--- config.mk ---
export PLATFORM = sky130hd
export DESIGN_NAME = ascon_round_ctrl
export DESIGN_NICKNAME = d
export VERILOG_FILES = /design/src/rtl/ascon_round_ctrl.sv
export SDC_FILE = /design/constraint.sdc
export NUM_CORES = 1
export LEC_CHECK = 0
export ABC_CLOCK_PERIOD_IN_PS = 1900
export BUFFER_PORTS_ARGS = -buffer_cell sky130_fd_sc_hd__buf_2
export CORE_AREA = 2 2 380 382
export DETAILED_ROUTE_END_ITERATION = 16
export DIE_AREA = 0 0 382 384
export GPL_TIMING_DRIVEN = 1
export SETUP_SLACK_MARGIN = 0.05
export SLEW_MARGIN = 20
export SYNTH_ARGS = -nofsm -noshare
export SYNTH_HDL_FRONTEND = slang
export SYNTH_SLANG_ARGS = --single-unit
--- constraint.sdc ---
create_clock -name clock_i -period 1.9 [get_ports clock_i]
set_clock_uncertainty 0.15 [all_clocks]
set_input_delay 0.095 -clock clock_i [delete_from_list [all_inputs] [get_ports clock_i]]
set_output_delay 0.095 -clock clock_i [all_outputs]
set_load 0.02 [all_outputs]
--- src/rtl/ascon_round_ctrl.sv ---
// ASCON permutation round controller: owns the 320-bit state register and round index,
// and sequences p12/p8/p6 through an external combinational round datapath.
module ascon_round_ctrl #(
    parameter int unsigned NB_ROUNDS_MAX = 12,
    parameter int unsigned ROUND_W       = 4
) (
    input  logic                clock_i,
    input  logic                resetb_i,
    input  logic                start_i,
    input  logic [1:0]          mode_i,
    input  logic [4:0][63:0]    init_state_i,
    input  logic [4:0][63:0]    round_state_i,
    output logic [4:0][63:0]    state_o,
    output logic [ROUND_W-1:0]  round_o,
    output logic                busy_o,
    output logic                done_o
);

    typedef enum logic [1:0] {
        IDLE,
        RUN,
        DONE
    } fsm_t;

    localparam logic [ROUND_W-1:0] LAST_ROUND = ROUND_W'(NB_ROUNDS_MAX - 1);

    fsm_t               fsm;
    logic [ROUND_W-1:0] first_round;

    // Shorter permutations run the tail of the constant schedule, so they start late.
    always_comb begin
        first_round = '0;
        case (mode_i)
            2'b01:   first_round = ROUND_W'(NB_ROUNDS_MAX - 8);
            2'b10:   first_round = ROUND_W'(NB_ROUNDS_MAX - 6);
            default: first_round = '0;
        endcase
    end

    always_ff @(posedge clock_i or negedge resetb_i) begin
        if (!resetb_i) begin
            fsm     <= IDLE;
            state_o <= '0;
            round_o <= '0;
            busy_o  <= 1'b0;
            done_o  <= 1'b0;
        end else begin
            case (fsm)
                IDLE, DONE: begin
                    done_o <= 1'b0;
                    if (start_i) begin
                        state_o <= init_state_i;
                        round_o <= first_round;
                        busy_o  <= 1'b1;
                        fsm     <= RUN;
                    end else begin
                        busy_o  <= 1'b0;
                        fsm     <= IDLE;
                    end
                end
                RUN: begin
                    state_o <= round_state_i;
                    if (round_o == LAST_ROUND) begin
                        round_o <= '0;
                        busy_o  <= 1'b0;
                        done_o  <= 1'b1;
                        fsm     <= DONE;
                    end else begin
                        round_o <= round_o + ROUND_W'(1);
                    end
                end
                default: begin
                    busy_o <= 1'b0;
                    done_o <= 1'b0;
                    fsm    <= IDLE;
                end
            endcase
        end
    end

endmodule

# Word level (Yosys, flattened, before mapping)

Cells that the tools add are included.

Register bits: 328
Input bits: 645
Word-level logic and storage cells: 35

Add/subtract/negate cells: 1
Equal/unequal tests: 7
Mux-type cells: 14
Reduce and logical (&&, ||, !) cells: 4

Operator list:

| kind                                                             | count |
|---|---|
| 320-bit case mux with 2 select lines                             | 1 |
| 320-bit two-way mux                                              | 1 |
| 4-bit two-way mux                                                | 2 |
| 4-bit case mux with 2 select lines                               | 1 |
| 3-bit case mux with 2 select lines                               | 1 |
| 1-bit two-way mux                                                | 5 |
| 4-bit by 1-bit adder with 4-bit output (second input constant)   | 1 |
| 2-bit by 1-bit == test with 1-bit output (second input constant) | 2 |
| 2-bit == test (second input constant)                            | 2 |
| 4-bit == test (second input constant)                            | 1 |
| 2-bit != test (second input constant)                            | 2 |
| 2-bit case mux with 2 select lines                               | 1 |
| 2-bit logical NOT                                                | 1 |
| 2-bit two-way mux                                                | 1 |
| 1-bit case mux with 2 select lines                               | 1 |
| 2-bit AND reduction                                              | 1 |
| 2-bit nonzero test                                               | 1 |
| 2-bit OR reduction                                               | 1 |

# Depth between registers and ports, before layout

Gate-level depths: netlist of the first run.

Depth after elaboration: 4
Gate-level depth with buffers: 6
Mapped depth without buffers: 4

# Worst setup path before layout of the first run

OpenSTA, ideal clock, no wires.

Path kind: reg-to-reg
Start: register round_o[0]
End: register round_o[3]
Library setup time: 67 ps
Data arrival time: 1580 ps
Slack: 103 ps
Cell stages (with the launch flop): 5
Cell sequence: dfrtp_1 ha_1 or4b_2 o21ai_0 a32o_1

Cells in the longest elaborated chain, start to end: 3
Elaborated cells on any way between the ends: 4
Classes of those cells: add/sub: 1; eq/ne: 1; mux: 2

Ends and longest elaborated chain:

| item                                                                    | line   | source |
|---|---|---|
| start, declared                                                         | 14     | `output logic [ROUND_W-1:0] round_o,` |
| start signal, assigned                                                  | 53     | `round_o <= first_round;` |
| start signal, assigned                                                  | 69     | `round_o <= round_o + ROUND_W'(1);` |
| 4-bit by 1-bit adder with 4-bit output or 4-bit == test (tied branches) | 69, 63 |  |
| 4-bit two-way mux (*)                                                   | 63     | `if (round_o == LAST_ROUND) begin` |
| 4-bit case mux with 2 select lines (*)                                  | 48     | `case (fsm)` |

Mark *: on every way between the ends. The rest lies on a longest branch, timed or not.
A chain may end at the register's enable or synchronous reset.

==> flow_metrics.tcl, run 1 <==
set metrics [dict create \
    grt_pass1_vias 20300 \
    tritoncts_buffers 39 \
    timing.max_cap.violations 0 \
    hold_violations 0 \
    p_leak_uw 0.0143 \
    drt_wirelength_mm 106 \
    rsz0062_at_grt "yes" \
    timing.final.max_slew_violations 0 \
    timing.reg2reg.worst_path_depth 5 \
    postSynthAreaPerCell_um2 8.28 \
    drtAntennaViolNets 0 \
    design.die.area_mm2 0.147 \
    timing.setup.tns_ns 0 \
    postSynthRegisterBits 327 \
    syn-cell-area_mm2 0.0147 \
    worstSetupPathType "reg2reg" \
    portBuffers 970 \
    final_cell_mix "buf_2 (969), nand2_1 (646), dlygate4sd3_1 (645)" \
    asyncSetResetFlopFracSynth 1.00 \
    post_cts_buffers 0 \
    clock.fmax_mhz 560 \
    drtIter0Drc 1638 \
    power_density_mw_per_mm2 1540 \
    synth_cells 1779 \
    core_mm2 0.143 \
    fp-row-count 139 \
    drc 0 \
    layout.core_utilization 0.211 \
    initial_core_util 0.103 \
    min_period_over_period 0.940 \
    post_route_cells_drive_above_1_share 0.334 \
    design.portCount 971 \
    endpoint_kind "flop" \
    antenna_found_initial 14 \
    cts_tree "done" \
    total_gr_overflow 0 \
    cts.sink_count 327 \
    clkSlewWorstSetupHoldPaths_ns 0.06 \
    chipHeight_um 384 \
    clkLatencyLatePin_ns 0.59 \
    min_path_cells 4 \
    worstPathRequired_ns 2.24 \
    ys_types 23 \
    grt_pass1_wl_mm 145 \
    cts_buffer_depth 3 \
    ys.warnings.count 0 \
    ys_seq_area_frac 0.556 \
    routed-via-count 20600 \
    dpl.cell_count 4613 \
    outcome "finished, final reports clean" \
    nets 4045 \
    setup_violating_endpoint_count_in_the_final_report 0 \
    htree_num_levels 2 \
    final_period_minus_worst_setup_slack_ns 1.79 \
    hold_path_class "in2reg" \
    worst_margin_pin_slew_ns 0.513 \
    global_route.usage.total 0.136 \
    worst-endpoint-arrival_ns 2.12 \
    slew_headroom 0.658 \
    setup.worst_path.start_class "flop" \
    mostFrequentLayoutCell "buf_2" \
    synth_enable_flop_cells 0 \
    ctsRootBufferMaster "clkbuf_16" \
    gpl.final_weighted_congestion 0.959 \
    syn-num-nets 2426 \
    via_per_inst 3.87 \
    largest_net_degree_at_the_start_of_global_routing 67 \
    vdd_ir_drop_max_mv 0.947 \
    layout-area-overhead-vs-synth_pct 105 \
    worst-path-max-fanout 24 \
    fin_cells 5338 \
    firstDrtPassIters 6 \
    routed_length_per_placed_instance_um 19.9 \
    synthFlopType "dfrtp_1" \
    post-dp-hpwl_mm 78.7 \
    dieWidth_um 382 \
]
[path summary, 6_finish.rpt]
| check | startpoint | end | slack, ns |
|---|---|---|---|
| worst max register to register | done_o$_DFFE_PN0P_ | state_o[222]$_DFFE_PN0P_ | 0.11 |
| worst min register to register | busy_o$_DFFE_PN0P_ | busy_o$_DFFE_PN0P_ | 0.38 |
| min in group asynchronous | resetb_i | state_o[242]$_DFFE_PN0P_ | 0.25 |
| worst max-delay path | done_o$_DFFE_PN0P_ | state_o[222]$_DFFE_PN0P_ | 0.11 |
| max in group asynchronous | resetb_i | state_o[107]$_DFFE_PN0P_ | 0.98 |
| worst min-delay path | init_state_i[37] | state_o[37]$_DFFE_PN0P_ | 0.16 |
[power by group]
part	switching, uW	internal, uW
registers	2410	10600
clock network	3250	4480
logic	17600	8130
total	23300	23200
[worst max-delay path: stages (launching register included)]
cell	delay (ns)
dfrtp_1	0.40
and2b_4	0.27
buf_12	0.20
buf_4	0.25
nand2_1	0.08
a31oi_1	0.24
[Yosys cell counts (2+ instances only)]
| master | n | share of area |
|---|---|---|
| nand2b_1 | 2 | 0.00085 |
| buf_4 | 16 | 0.0082 |
| buf_6 | 2 | 0.0015 |
| buf_2 | 118 | 0.040 |
| nand3_1 | 2 | 0.00068 |
| nand2_1 | 646 | 0.16 |
| ha_1 | 2 | 0.0017 |
| clkbuf_1 | 8 | 0.0020 |
| nor2_1 | 323 | 0.082 |
| dfrtp_1 | 327 | 0.56 |
| a31oi_1 | 321 | 0.14 |
[cell families (layout without fill, tap and decap cells)]
kind of cell    count (synthesis)  count (layout)  share of synthesized area
buf+inv                       145            1792                     0.0521
compound gates                325             325                      0.138
xor+xnor                        1               1                   0.000595
mux                             1               1                   0.000680
other cells                     0               9                          0
fa+ha+maj                       2               2                    0.00170
simple gates                  978             978                      0.251
flops                         327             327                      0.556
[cell type report]
class | count | area [um^2]
antenna | 9 | 22.5
clock buffer | 55 | 1150
clock inverter | 14 | 144
fill | 15300 | 113000
inverter | 1 | 3.75
multi-input combinational | 1307 | 5800
sequential | 327 | 8180
tap | 1903 | 2380
timing repair buffer | 1722 | 12400
[sequential cells by signal (all words and copies together) (netlist names)]
| signal | count |
|---|---|
| state_o | 320 |
| round_o | 4 |
| busy_o | 1 |
| done_o | 1 |
| fsm | 1 |
[metal layers]
metal,up-vias,GRT usage,share of wire
met5,-,0,0.00040
met4,6,0.0788,0.066
met2,1460,0.207,0.43
met3,291,0.0571,0.12
met1,9705,0.159,0.38
li1,9174,-,-
[metrics by stage]
step	setup WS [ns]	total power (uW)	cell area, um^2	hold WS (ns)
floorplan	0.103	25100	14700	-0.351
global route	0.0346	49300	30100	0.120
detailed placement	0.130	37600	22300	-0.0251
global placement	0.142	37400	22300	-0.0266
finish	0.113	46500	30100	0.161
CTS	0.109	46700	30000	0.0820
[repair_timing]
item,CTS,global route
resized for setup,0,6
endpoints found under the setup margin,0,13
hold buffers,646,0
endpoints found under the hold margin,652,0
(Power assumes the default switching activity.)
==> run 2, diff against run 1 <==
MAX_ROUTING_LAYER = met4   (was default)
==> flow_metrics.tcl, run 2 (synthesized netlist as in run 1, its figures left out) <==
set metrics [dict create \
    gpl.final_weighted_congestion 0.989 \
    fp-row-count 139 \
    htree_num_levels 2 \
    cts_tree "done" \
    rsz0062_at_grt "yes" \
    drtIter0Drc 1463 \
    total_gr_overflow 0 \
    largest_net_degree_at_the_start_of_global_routing 64 \
    layout.area.seq_mm2 0.00818 \
    slew_headroom 0.724 \
    cts.sink_count 327 \
    mostFrequentLayoutCell "buf_2" \
    routed-via-count 20500 \
    timing.max_cap.violations 0 \
    outcome "finished, final reports clean" \
    clkSlewWorstSetupHoldPaths_ns 0.06 \
    tritoncts_buffers 39 \
    hold_path_class "in2reg" \
    final_period_minus_worst_setup_slack_ns 1.81 \
    cpPeakStageDelay_ns 0.44 \
    timing.setup.tns_ns 0 \
    vdd_ir_drop_max_mv 0.853 \
    initial_core_util 0.103 \
    slowest_stage "dfrtp_1" \
    drtAntennaViolNets 0 \
    crit_path_cell_trace "nand2b_4, buf_12, buf_4, nor2_1, a31oi_1" \
    worstSetupPathType "reg2reg" \
    grt_pass1_wl_mm 142 \
    ctsRootBufferMaster "clkbuf_16" \
    clkLatencyLatePin_ns 0.58 \
    endpoint_kind "flop" \
    dieWidth_um 382 \
    worst-endpoint-arrival_ns 2.13 \
    setup_violating_endpoint_count_in_the_final_report 0 \
    design.portCount 971 \
    r2r_setup_slack_ns 0.09 \
    max_flop_register "state_o" \
    p_leak_uw 0.0144 \
    layout.filler_cells 15300 \
    post_route_cells_drive_above_1_share 0.335 \
    post-dp-hpwl_mm 79.1 \
    timing.final.max_slew_violations 0 \
    layout-area-overhead-vs-synth_pct 106 \
    firstDrtPassIters 6 \
    layout_top_registers "state_o x320, round_o x4" \
    portBuffers 970 \
    design.die.area_mm2 0.147 \
    worst_margin_pin_slew_ns 0.414 \
    via_per_inst 3.84 \
    power_density_mw_per_mm2 1550 \
    setup.worst_path.start_class "flop" \
    antenna_found_initial 8 \
    worst-path-max-fanout 39 \
    nets 4066 \
    cts_buffer_depth 3 \
    global_route.usage.total 0.138 \
    largest_register_ff_count 320 \
    clock.fmax_mhz 554 \
    hold_violations 0 \
    final_cell_mix "buf_2 (969), nand2_1 (646), dlygate4sd3_1 (646)" \
    routed_length_per_placed_instance_um 19.9 \
    drt_wirelength_mm 107 \
    drc 0 \
    worstPathRequired_ns 2.22 \
    fin_hold_ws_ns 0.159 \
    worst-path-buf-inv 2 \
    worst_path_dominant_cell_family "buffers and inverters" \
    core_mm2 0.143 \
    multi_input_comb_area_mm2 0.00580 \
    grt_pass1_vias 20200 \
    min_period_over_period 0.950 \
    chipHeight_um 384 \
]
==> run 2: changes by cell type in the layout (fill, tap and decap cells not counted) <==
cell / previous run / this run
buf_4: 80 / 97
clkbuf_1: 6 / 13
clkinv_2: 7 / 1
clkbuf_16: 41 / 44
clkbuf_8: 9 / 6
buf_12: 20 / 22
diode_2: 9 / 7
buf_6: 4 / 3
clkinv_8: 1 / 0
clkinvlp_4: 2 / 1
dlygate4sd3_1: 645 / 646
inv_6: 2 / 1
==> run 2: metrics by stage <==
step / cell area [um^2] / setup slack [ns] / total power (uW) / util / cells
after detailed placement: 22400 / 0.102 / 37800 / 0.157 / 4629
after floorplan: 14700 / 0.103 / 25100 / - / 1779
after global placement: 22400 / 0.118 / 37600 / 0.157 / 4629
after CTS: 30100 / 0.0757 / 46800 / 0.211 / 5341
after global routing: 30300 / 0.0452 / 49700 / 0.212 / 5350
final: 30300 / 0.0944 / 46900 / 0.212 / 5353
==> run 2: layer usage <==
metal  vias to the layer above  GRT usage  routed length (um)
met3                       299     0.0478               12000
met4                         0     0.0908                8020
met2                      1374      0.198               44800
li1                       9224          -                   -
met5                         -          -                   0
met1                      9652      0.163               41600
==> run 2: layout make-up <==
class / instances / share of cell area
well taps: 1903 / 0.0786
clock buffers: 60 / 0.0382
clock inverters: 5 / 0.00269
diodes: 7 / 0.000578
repair buffers: 1743 / 0.418
flip-flops and latches: 327 / 0.270
inverters: 1 / 0.000124
multi-input cells: 1307 / 0.191
==> run 2: path summary, 6_finish.rpt <==
path,from,endpoint,cells after the start
worst min-delay path,round_state_i[255],state_o[255]$_DFFE_PN0P_,4
min in group asynchronous,resetb_i,state_o[168]$_DFFE_PN0P_,4
worst max register to register,fsm[0]$_DFFE_PN0P_,state_o[192]$_DFFE_PN0P_,5
worst min register to register,state_o[182]$_DFFE_PN0P_,state_o[182]$_DFFE_PN0P_,2
max in group asynchronous,resetb_i,state_o[24]$_DFFE_PN0P_,5
worst max-delay path,fsm[0]$_DFFE_PN0P_,state_o[192]$_DFFE_PN0P_,5
==> run 2: repair_timing <==
action / in CTS / in global routing
setup endpoints to repair: 0 / 23
hold buffers: 647 / 0
setup buffers: 0 / 2
hold endpoints to repair: 652 / 0
gates resized for setup: 0 / 5
==> run 2: worst min-delay path, delay by kind of cell <==
| family | cells | cell delay (ns) |
|---|---|---|
| AO/OA/AOI/OAI | 1 | 0.07 |
| AND/OR/NAND/NOR | 1 | 0.05 |
| buffers and inverters | 2 | 0.63 |
==> run 2: where the power goes <==
part           total, uW  switching, uW  internal (uW)
registers          13000           2390          10600
logic              26400          17900           8480
clock network       7550           3120           4430
total              46900          23400          23500
